File: src/rtl/pc_fetch_controller.sv
// pc_fetch_controller: owns the PC, runs the imem request/response handshake and buffers one instruction for decode
module pc_fetch_controller #(
  parameter int XLEN = 32,
  parameter logic [XLEN-1:0] RESET_PC = '0,
  parameter int PC_STEP = 4
) (
  input  logic            clk,
  input  logic            reset,
  output logic            imem_req,
  output logic [XLEN-1:0] imem_addr,
  input  logic            imem_ready,
  input  logic            imem_valid,
  input  logic [XLEN-1:0] imem_rdata,
  output logic            instr_valid,
  output logic [XLEN-1:0] instr,
  output logic [XLEN-1:0] instr_pc,
  input  logic            instr_ready,
  input  logic            branch_resolve,
  input  logic            branch,
  input  logic            zero_bit,
  input  logic [XLEN-1:0] jump_pc,
  input  logic            halt,
  output logic            halted
);
  localparam logic [2:0] BOOT = 3'd0, REQ = 3'd1, WAIT = 3'd2, HOLD = 3'd3, HALTED = 3'd4;
  logic [2:0] state, state_n;
  logic [XLEN-1:0] pc, pc_n;
  logic squash, squash_n, load, taken, pend;
  assign taken = branch_resolve & branch & zero_bit & (state != HALTED);
  // a redirect that leaves a request outstanding must squash its eventual response
  assign pend = (state == REQ && imem_ready) || (state == WAIT && !imem_valid);
  assign imem_req = state == REQ;
  assign imem_addr = pc;
  assign instr_valid = state == HOLD;
  assign halted = state == HALTED;
  always_comb begin
    state_n = state;
    pc_n = pc;
    squash_n = squash;
    load = 1'b0;
    if (taken) begin
      pc_n = jump_pc;
      state_n = pend ? WAIT : REQ;
      squash_n = pend;
    end else begin
      case (state)
        BOOT: state_n = halt ? HALTED : REQ;
        REQ: state_n = imem_ready ? WAIT : REQ;
        WAIT: if (imem_valid) begin
          squash_n = 1'b0;
          load = !squash;
          pc_n = squash ? pc : pc + XLEN'(PC_STEP);
          state_n = squash ? (halt ? HALTED : REQ) : HOLD;
        end
        HOLD: state_n = instr_ready ? (halt ? HALTED : REQ) : HOLD;
        default: state_n = HALTED;
      endcase
    end
  end
  always_ff @(posedge clk) begin
    if (reset) begin
      state <= BOOT;
      pc <= RESET_PC;
      squash <= 1'b0;
      instr <= '0;
      instr_pc <= '0;
    end else begin
      state <= state_n;
      pc <= pc_n;
      squash <= squash_n;
      if (load) begin
        instr <= imem_rdata;
        instr_pc <= pc;
      end
    end
  end
endmodule

File: config.mk
export PLATFORM = sky130hd
export DESIGN_NAME = pc_fetch_controller
export DESIGN_NICKNAME = d
export VERILOG_FILES = /design/src/rtl/pc_fetch_controller.sv
export SDC_FILE = /design/constraint.sdc
export NUM_CORES = 1
export LEC_CHECK = 0
export CELL_PAD_IN_SITES_DETAIL_PLACEMENT = 1
export CELL_PAD_IN_SITES_GLOBAL_PLACEMENT = 1
export CORE_MARGIN = 1
export CORE_UTILIZATION = 28
export CTS_CLUSTER_DIAMETER = 100
export DETAILED_ROUTE_END_ITERATION = 10
export GPL_TIMING_DRIVEN = 0
export HOLD_SLACK_MARGIN = 0.02
export MAX_ROUTING_LAYER = met4
export PLACE_DENSITY = 0.76
export SYNTH_ARGS = -nofsm -noshare
export SYNTH_HDL_FRONTEND = slang
export SYNTH_SLANG_ARGS = --single-unit
File: constraint.sdc
create_clock -name clk -period 1.63 [get_ports clk]
set_input_delay 0.489 -clock clk [delete_from_list [all_inputs] [get_ports clk]]
set_output_delay 0.489 -clock clk [all_outputs]
set_load 0.005 [all_outputs]
==> summary.md, run 1 <==
| Metric | Value |
|---|---|
| Status | finished with violations |
| Failing checks | negative setup slack |
| PD cells | 677 nW/µm² |
| Kind of critical path | flop to flop |
| Cell Area, Synth | 4300 µm² |
| Core area | 14,800 µm² |
| Initial Util | 0.291 |
| Area growth syn-to-layout | 108% |
| Initial antenna violation count | 0 |
| Ys flop type | dfxtp_1 |
| Largest family of logic cells by synthesized area | simple AND/OR/NAND/NOR gates |
| P_leak | 0.00400 µW |
| CP endpoint kind | flop |
| Worst Setup Slack, final | -280 ps |
| Final setup fails | 99 |
| Async set-reset flop share out of synthesis | 0 |
| Ant. Diodes | 0 |
| Commonest non-fill, non-tap cell in the layout | dlygate4sd2_1 |
| Sequential area share after synthesis | 0.466 |
| Most frequent cells in the layout | dlygate4sd2_1 (95), nand2_4 (71), clkdlybuf4s50_1 (70) |
| Mux cell area share after synthesis | 0.00698 |
| Ports | 172 |
| Footprint of the multi-input gates | 3470 µm² |
| Synth Area in Simple Gates | 0.274 |
| Cells after Synth | 533 |
| Layout Skew | 7.36 ps |
| Largest net degree at the start of global routing | 16 |
| HPWL after DPL | 11.5 mm |
| CTS Hold Bufs | 0 |
| Final hold violations | 0 |
| Gr usage total | 0.235 |
| Vias per Instance | 5.17 |
| Drt first pass iters | 4 |
| Critical Path Fanout Max | 4 |
| Final Power | 6050 µW |
| Number of synthesized flops with an enable pin | 0 |
| CP arrival | 2170 ps |
| CTS tree | done |
| Clock sink count | 100 |
| Adder-Cell Fraction of Synth Area | 0.00291 |
| Crit path time final | 1910 ps |
| Synth Net Count | 607 |
| ANT nets after route | 0 |
| Final hold slack | 467 ps |
| Fraction of layout cells with a size suffix above 1 | 0.498 |
| Sequential cell area | 2110 µm² |
| Worst skew pair latency | 360 ps |
| H-tree depth | 3 |
| Max frequency | 0.523 GHz |
| #FFs+latches synth | 100 |
| DP Worst Slack | -913 ps |
| Vias | 5,024 |
| Final wirelength | 21.3 mm |
| Data required time of the worst path | 1890 ps |
| RSZ-0062 raised after global routing | true |
| NumNets Final | 856 |
| Clk slew on worst S/H paths | 70 ps |
| Syn. warnings | 0 |
| Synth cell types | 42 |
| Root Buffer | clkbuf_16 |
| Worst Max-Slew Pin Slew | 782 ps |
| TNS Setup | -13,930 ps |
| First-pass GRT wire length | 28.2 mm |
| Compound-Gate Fraction of Synth Area | 0.154 |
| Max_cap viols | 0 |
| Row count | 44 |
| XOR/XNOR share of the synthesized area | 0.0509 |
| Clock tree buffer depth | 2 |
| Die span in y | 126 µm |
| Period utilization | 1.17 |
| HP Class | flop to flop |
| Slew Limit Fails | 0 |
| Peak supply drop | 0.467 mV |
| Fill count | 1,559 |
| Syn Area/Cell | 8.07 µm² |
| Die X | 126 µm |
| Inserted Clock Buffers | 9 |
| Starting DRT DRC Count | 146 |
| Vias in the first global route | 5,160 |
| DIE AREA | 15,900 µm² |
| DR WL/cell | 22.0 µm |
| CP Launch Type | flop |
| GPL Wtd Cong | 0.821 |
| Slew HR | 0.478 |
| GRT Residual Overflow | 0 |
| Number of I/O port buffers | 170 |
| DRC errors left | 0 |
repair_timing:
action,CTS,global route
gates resized for setup,366,249
endpoints found under the setup margin,198,104
setup buffers,41,19
hold endpoints to repair,0,0
pin swaps,97,97
gates cloned,7,8
synthesized netlist by cell type, types with 3 or more instances:
cell        n  share of area
nand2_1   152           0.13
dfxtp_1   100           0.47
a21oi_1    74          0.086
nor2_1     32          0.028
xnor2_1    20          0.041
a211oi_1   19          0.033
buf_2      18          0.021
clkbuf_1   14          0.012
nor3_1     13          0.015
nand3_1     9          0.010
inv_1       7         0.0061
o21ai_0     7         0.0081
and2_1      6         0.0087
a311oi_1    5          0.010
nor4_1      5         0.0073
xor2_1      5          0.010
a22o_1      4         0.0081
and4_1      4         0.0081
nand4_1     4         0.0058
or3_1       4         0.0058
and3_1      3         0.0044
mux2i_1     3         0.0070
where the power goes:
part,internal [µW],switching (µW),total (µW)
clock network,1390,987,2380
registers,2510,119,2630
logic,562,482,1040
total,4460,1590,6050
cells by family (layout without fill, tap and decap cells):
group,after synthesis,count (layout)
compound gates,113,113
xor+xnor,25,25
fa+ha+maj,1,1
buf+inv,43,295
flops,100,100
mux,3,3
simple gates,248,250
metrics by stage:
| step | instances | util | instance area [µm²] |
|---|---|---|---|
| 4_1_cts | 949 | 0.521 | 7680 |
| 3_3_place_gp | 887 | 0.423 | 6250 |
| 6_report | 971 | 0.606 | 8940 |
| 5_1_grt | 971 | 0.606 | 8940 |
| 3_5_place_dp | 887 | 0.423 | 6250 |
| 2_1_floorplan | 533 | - | 4320 |
final cells by class:
type	instances	area share
well taps	184	0.0258
flip-flops and latches	100	0.236
clock inverters	4	0.00812
repair buffers	241	0.274
plain buffers	31	0.0382
multi-input cells	392	0.388
inverters	7	0.00294
clock buffers	12	0.0276
flip-flops by register name (all words and copies together), names as in the netlist:
| name | flops |
|---|---|
| imem_addr | 32 |
| instr_pc | 32 |
| instr | 32 |
| state | 3 |
| squash | 1 |
path summary, 6_finish.rpt:
kind / from / end / slack, ps / depth (start not counted)
max: state[0] / imem_addr[12] / -280 / 9
min: instr_pc[0] / instr_pc[0] / 470 / 2
max reg2reg: state[0] / imem_addr[12] / -280 / 9
min reg2reg: instr_pc[0] / instr_pc[0] / 470 / 2
metal layers:
metal,share of wire,wire [µm],track usage
met5,0,0,-
met4,0.022,476,0.0652
met3,0.041,883,0.0378
met2,0.52,11100,0.418
met1,0.42,8870,0.273
critical path, cell delays in order (launching register included):
cell,delay (ps)
dfxtp_2,330
buf_6,120
buf_6,110
and4bb_4,370
nand4_4,140
buf_4,180
buf_6,110
nor2_4,130
xnor2_2,80
a211oi_2,260
No activity file was read; power rests on OpenSTA's default activity.
==> run 2, diff against run 1 <==
--- a/config.mk
+++ b/config.mk
@@ -7,6 +7,7 @@
 export LEC_CHECK = 0
 export CELL_PAD_IN_SITES_DETAIL_PLACEMENT = 1
 export CELL_PAD_IN_SITES_GLOBAL_PLACEMENT = 1
+export CORE_ASPECT_RATIO = 0.7
 export CORE_MARGIN = 1
 export CORE_UTILIZATION = 28
 export CTS_CLUSTER_DIAMETER = 100
@@ -15,6 +16,7 @@
 export HOLD_SLACK_MARGIN = 0.02
 export MAX_ROUTING_LAYER = met4
 export PLACE_DENSITY = 0.76
+export SLEW_MARGIN = 20
 export SYNTH_ARGS = -nofsm -noshare
 export SYNTH_HDL_FRONTEND = slang
 export SYNTH_SLANG_ARGS = --single-unit
==> run 2 against run 1 <==
  * The flow still finishes with violations (negative setup slack)
  * First-iteration DRC count grew 36%
  * Hold slack got worse by 12 ps
  * Sequential power about the same
  * Setup slack improved by 23 ps
  * Final cell count increased by 2.2%
  * Largest power group unchanged
  * Clock skew barely moved
  * Fmax up 1.2%
  * Critical endpoint is now instr[3]
==> summary.md, run 2 (synthesis results as in run 1) <==
| Metric | Value |
|---|---|
| Most frequent cells in the layout | dlygate4sd2_1 (96), nand2_1 (67), clkdlybuf4s50_1 (67) (was dlygate4sd2_1 (95), nand2_4 (71), clkdlybuf4s50_1 (70)) |
| Data required time of the worst path | 1820 ps (was 1890 ps) |
| Final wirelength | 21.8 mm (was 21.3 mm) |
| CP Launch Type | flop (unchanged) |
| Slowest CP cell | dfxtp_2 (was and4bb_4) |
| Reg2reg setup slack | -260 ps (was -280 ps) |
| Ant. Diodes | 0 (unchanged) |
| Commonest non-fill, non-tap cell in the layout | dlygate4sd2_1 (unchanged) |
| Psw | 1620 µW (was 1590 µW) |
| P_leak | 0.00397 µW (was 0.00400 µW) |
| Status | finished with violations (unchanged) |
| CP endpoint kind | flop (unchanged) |
| Largest net degree at the start of global routing | 17 (was 16) |
| HPWL after DPL | 12.0 mm (was 11.5 mm) |
| RSZ-0062 raised after global routing | true (unchanged) |
| Critical path, cell by cell | buf_6, buf_12, nor3b_4, buf_6, or2_4, buf_6, nand2_8, buf_16, nand2_1, a21oi_1 (was buf_6, buf_6, and4bb_4, nand4_4, buf_4, buf_6, nor2_4, xnor2_2, a211oi_2) |
| NumNets Final | 866 (was 856) |
| HP Class | flop to flop (unchanged) |
| Vias per Instance | 5.16 (was 5.17) |
| Initial Util | 0.289 (was 0.291) |
| Starting DRT DRC Count | 199 (was 146) |
| CTS tree | done (unchanged) |
| Flop pwr share | 0.430 (was 0.434) |
| CP delay by family, top | buffers and inverters (was simple AND/OR/NAND/NOR gates) |
| Gr usage total | 0.259 (was 0.235) |
| Period utilization | 1.16 (was 1.17) |
| Crit path time final | 1890 ps (was 1910 ps) |
| Worst Setup Slack, final | -257 ps (was -280 ps) |
| Row count | 37 (was 44) |
| Vias | 5,115 (was 5,024) |
| Final Power | 6080 µW (was 6050 µW) |
| Clock power share | 0.379 (was 0.393) |
| Cell Int Power | 4460 µW (about the same) |
| TNS Setup | -15,680 ps (was -13,930 ps) |
| Bufs and invs on worst path | 5 (was 4) |
| Final setup fails | 99 (unchanged) |
| Final hold violations | 0 (unchanged) |
| Area growth syn-to-layout | 109% (was 108%) |
| Die X | 150 µm (was 126 µm) |
| GRT Residual Overflow | 0 (unchanged) |
| Worst Max-Slew Pin Slew | 952 ps (was 782 ps) |
| H-tree depth | 3 (unchanged) |
| Drt first pass iters | 4 (unchanged) |
| Switch share | 0.266 (was 0.263) |
| Initial antenna violation count | 0 (unchanged) |
| ANT nets after route | 0 (unchanged) |
| Max stage delay on crit path | 330 ps (was 370 ps) |
| Peak supply drop | 0.615 mV (was 0.467 mV) |
| Ports | 172 (unchanged) |
| Clock sink count | 100 (unchanged) |
| DR WL/cell | 21.9 µm (was 22.0 µm) |
| PD cells | 678 nW/µm² (was 677 nW/µm²) |
| Worst skew pair latency | 350 ps (was 360 ps) |
| Clock tree buffer depth | 2 (unchanged) |
| CTS Hold Bufs | 0 (unchanged) |
| Fraction of layout cells with a size suffix above 1 | 0.499 (was 0.498) |
| CP arrival | 2070 ps (was 2170 ps) |
| Layout Skew | 7.56 ps (was 7.36 ps) |
| Max_cap viols | 0 (unchanged) |
| GPL Wtd Cong | 0.814 (was 0.821) |
| DRC errors left | 0 (unchanged) |
| Crit-path most repeated cell | buf_6 (unchanged) |
| Max frequency | 0.530 GHz (was 0.523 GHz) |
| Gate power share | 0.191 (was 0.173) |
| Failing checks | negative setup slack (unchanged) |
| DP Cell Count | 898 (was 887) |
| First-pass GRT wire length | 30.1 mm (was 28.2 mm) |
| Core area | 14,900 µm² (was 14,800 µm²) |
| Inserted Clock Buffers | 9 (unchanged) |
| Slew Limit Fails | 0 (unchanged) |
| Critical Path Fanout Max | 8 (was 4) |
| Root Buffer | clkbuf_16 (unchanged) |
| Number of I/O port buffers | 170 (unchanged) |
| Final Non-Filler Cells | 992 (was 971) |
| Kind of critical path | flop to flop (unchanged) |
| Clk slew on worst S/H paths | 70 ps (about the same) |
| Slew HR | 0.366 (was 0.478) |
| Die span in y | 106 µm (was 126 µm) |
| Final core occ | 0.604 (was 0.606) |
| DIE AREA | 15,900 µm² (about the same) |
| Vias in the first global route | 5,337 (was 5,160) |
==> run 2: tightest hold or removal path, cell delays in order (launching register included) <==
cell	delay [ps]
dfxtp_1	320
nand2_2	60
a21oi_2	40
==> run 2: through the flow <==
| stage | hold slack (ps) | area [µm²] | worst slack [ps] |
|---|---|---|---|
| 2_1_floorplan | 453 | 4320 | -33.8 |
| 3_3_place_gp | 442 | 6260 | -818 |
| 3_5_place_dp | 449 | 6260 | -854 |
| 4_1_cts | 456 | 7790 | -210 |
| 5_1_grt | 473 | 8970 | -299 |
| 6_report | 455 | 8970 | -257 |
==> run 2: layer usage <==
layer,up-vias,part of all wire,routed length [µm],GRT usage
met5,-,0,0,-
met4,0,0.021,460,0.0678
met3,34,0.054,1180,0.0567
met2,169,0.50,10800,0.427
met1,2567,0.43,9350,0.317
li1,2345,-,-,-
==> run 2: cell type report <==
class / instances / area (µm²)
fillers: 1550 / 5890
clock buffers: 12 / 267
well taps: 195 / 244
multi-input cells: 392 / 3330
clock inverters: 4 / 55.1
repair buffers: 250 / 2540
flip-flops and latches: 100 / 2120
inverters: 7 / 26.3
plain buffers: 32 / 384
==> run 2: path summary, 6_finish.rpt <==
check | startpoint | end | cells after the start
max | state[0] | instr[3] | 10
min | instr[11] | instr[11] | 2
min reg2reg | instr[11] | instr[11] | 2
max reg2reg | state[0] | instr[3] | 10
==> run 2: power groups by stage <==
stage	Combinational (µW)	Sequential, µW	Clock (µW)
2_1_floorplan	265	2640	0
3_3_place_gp	660	2660	0
3_5_place_dp	680	2670	0
4_1_cts	947	2580	2330
5_1_grt	1220	2620	2440
6_report	1160	2610	2310
==> run 2: timing repair <==
item | in CTS | in global routing
cloned | 7 | 10
resized for setup | 340 | 243
pin swaps | 48 | 96
endpoints found under the setup margin | 198 | 105
setup buffers | 57 | 12
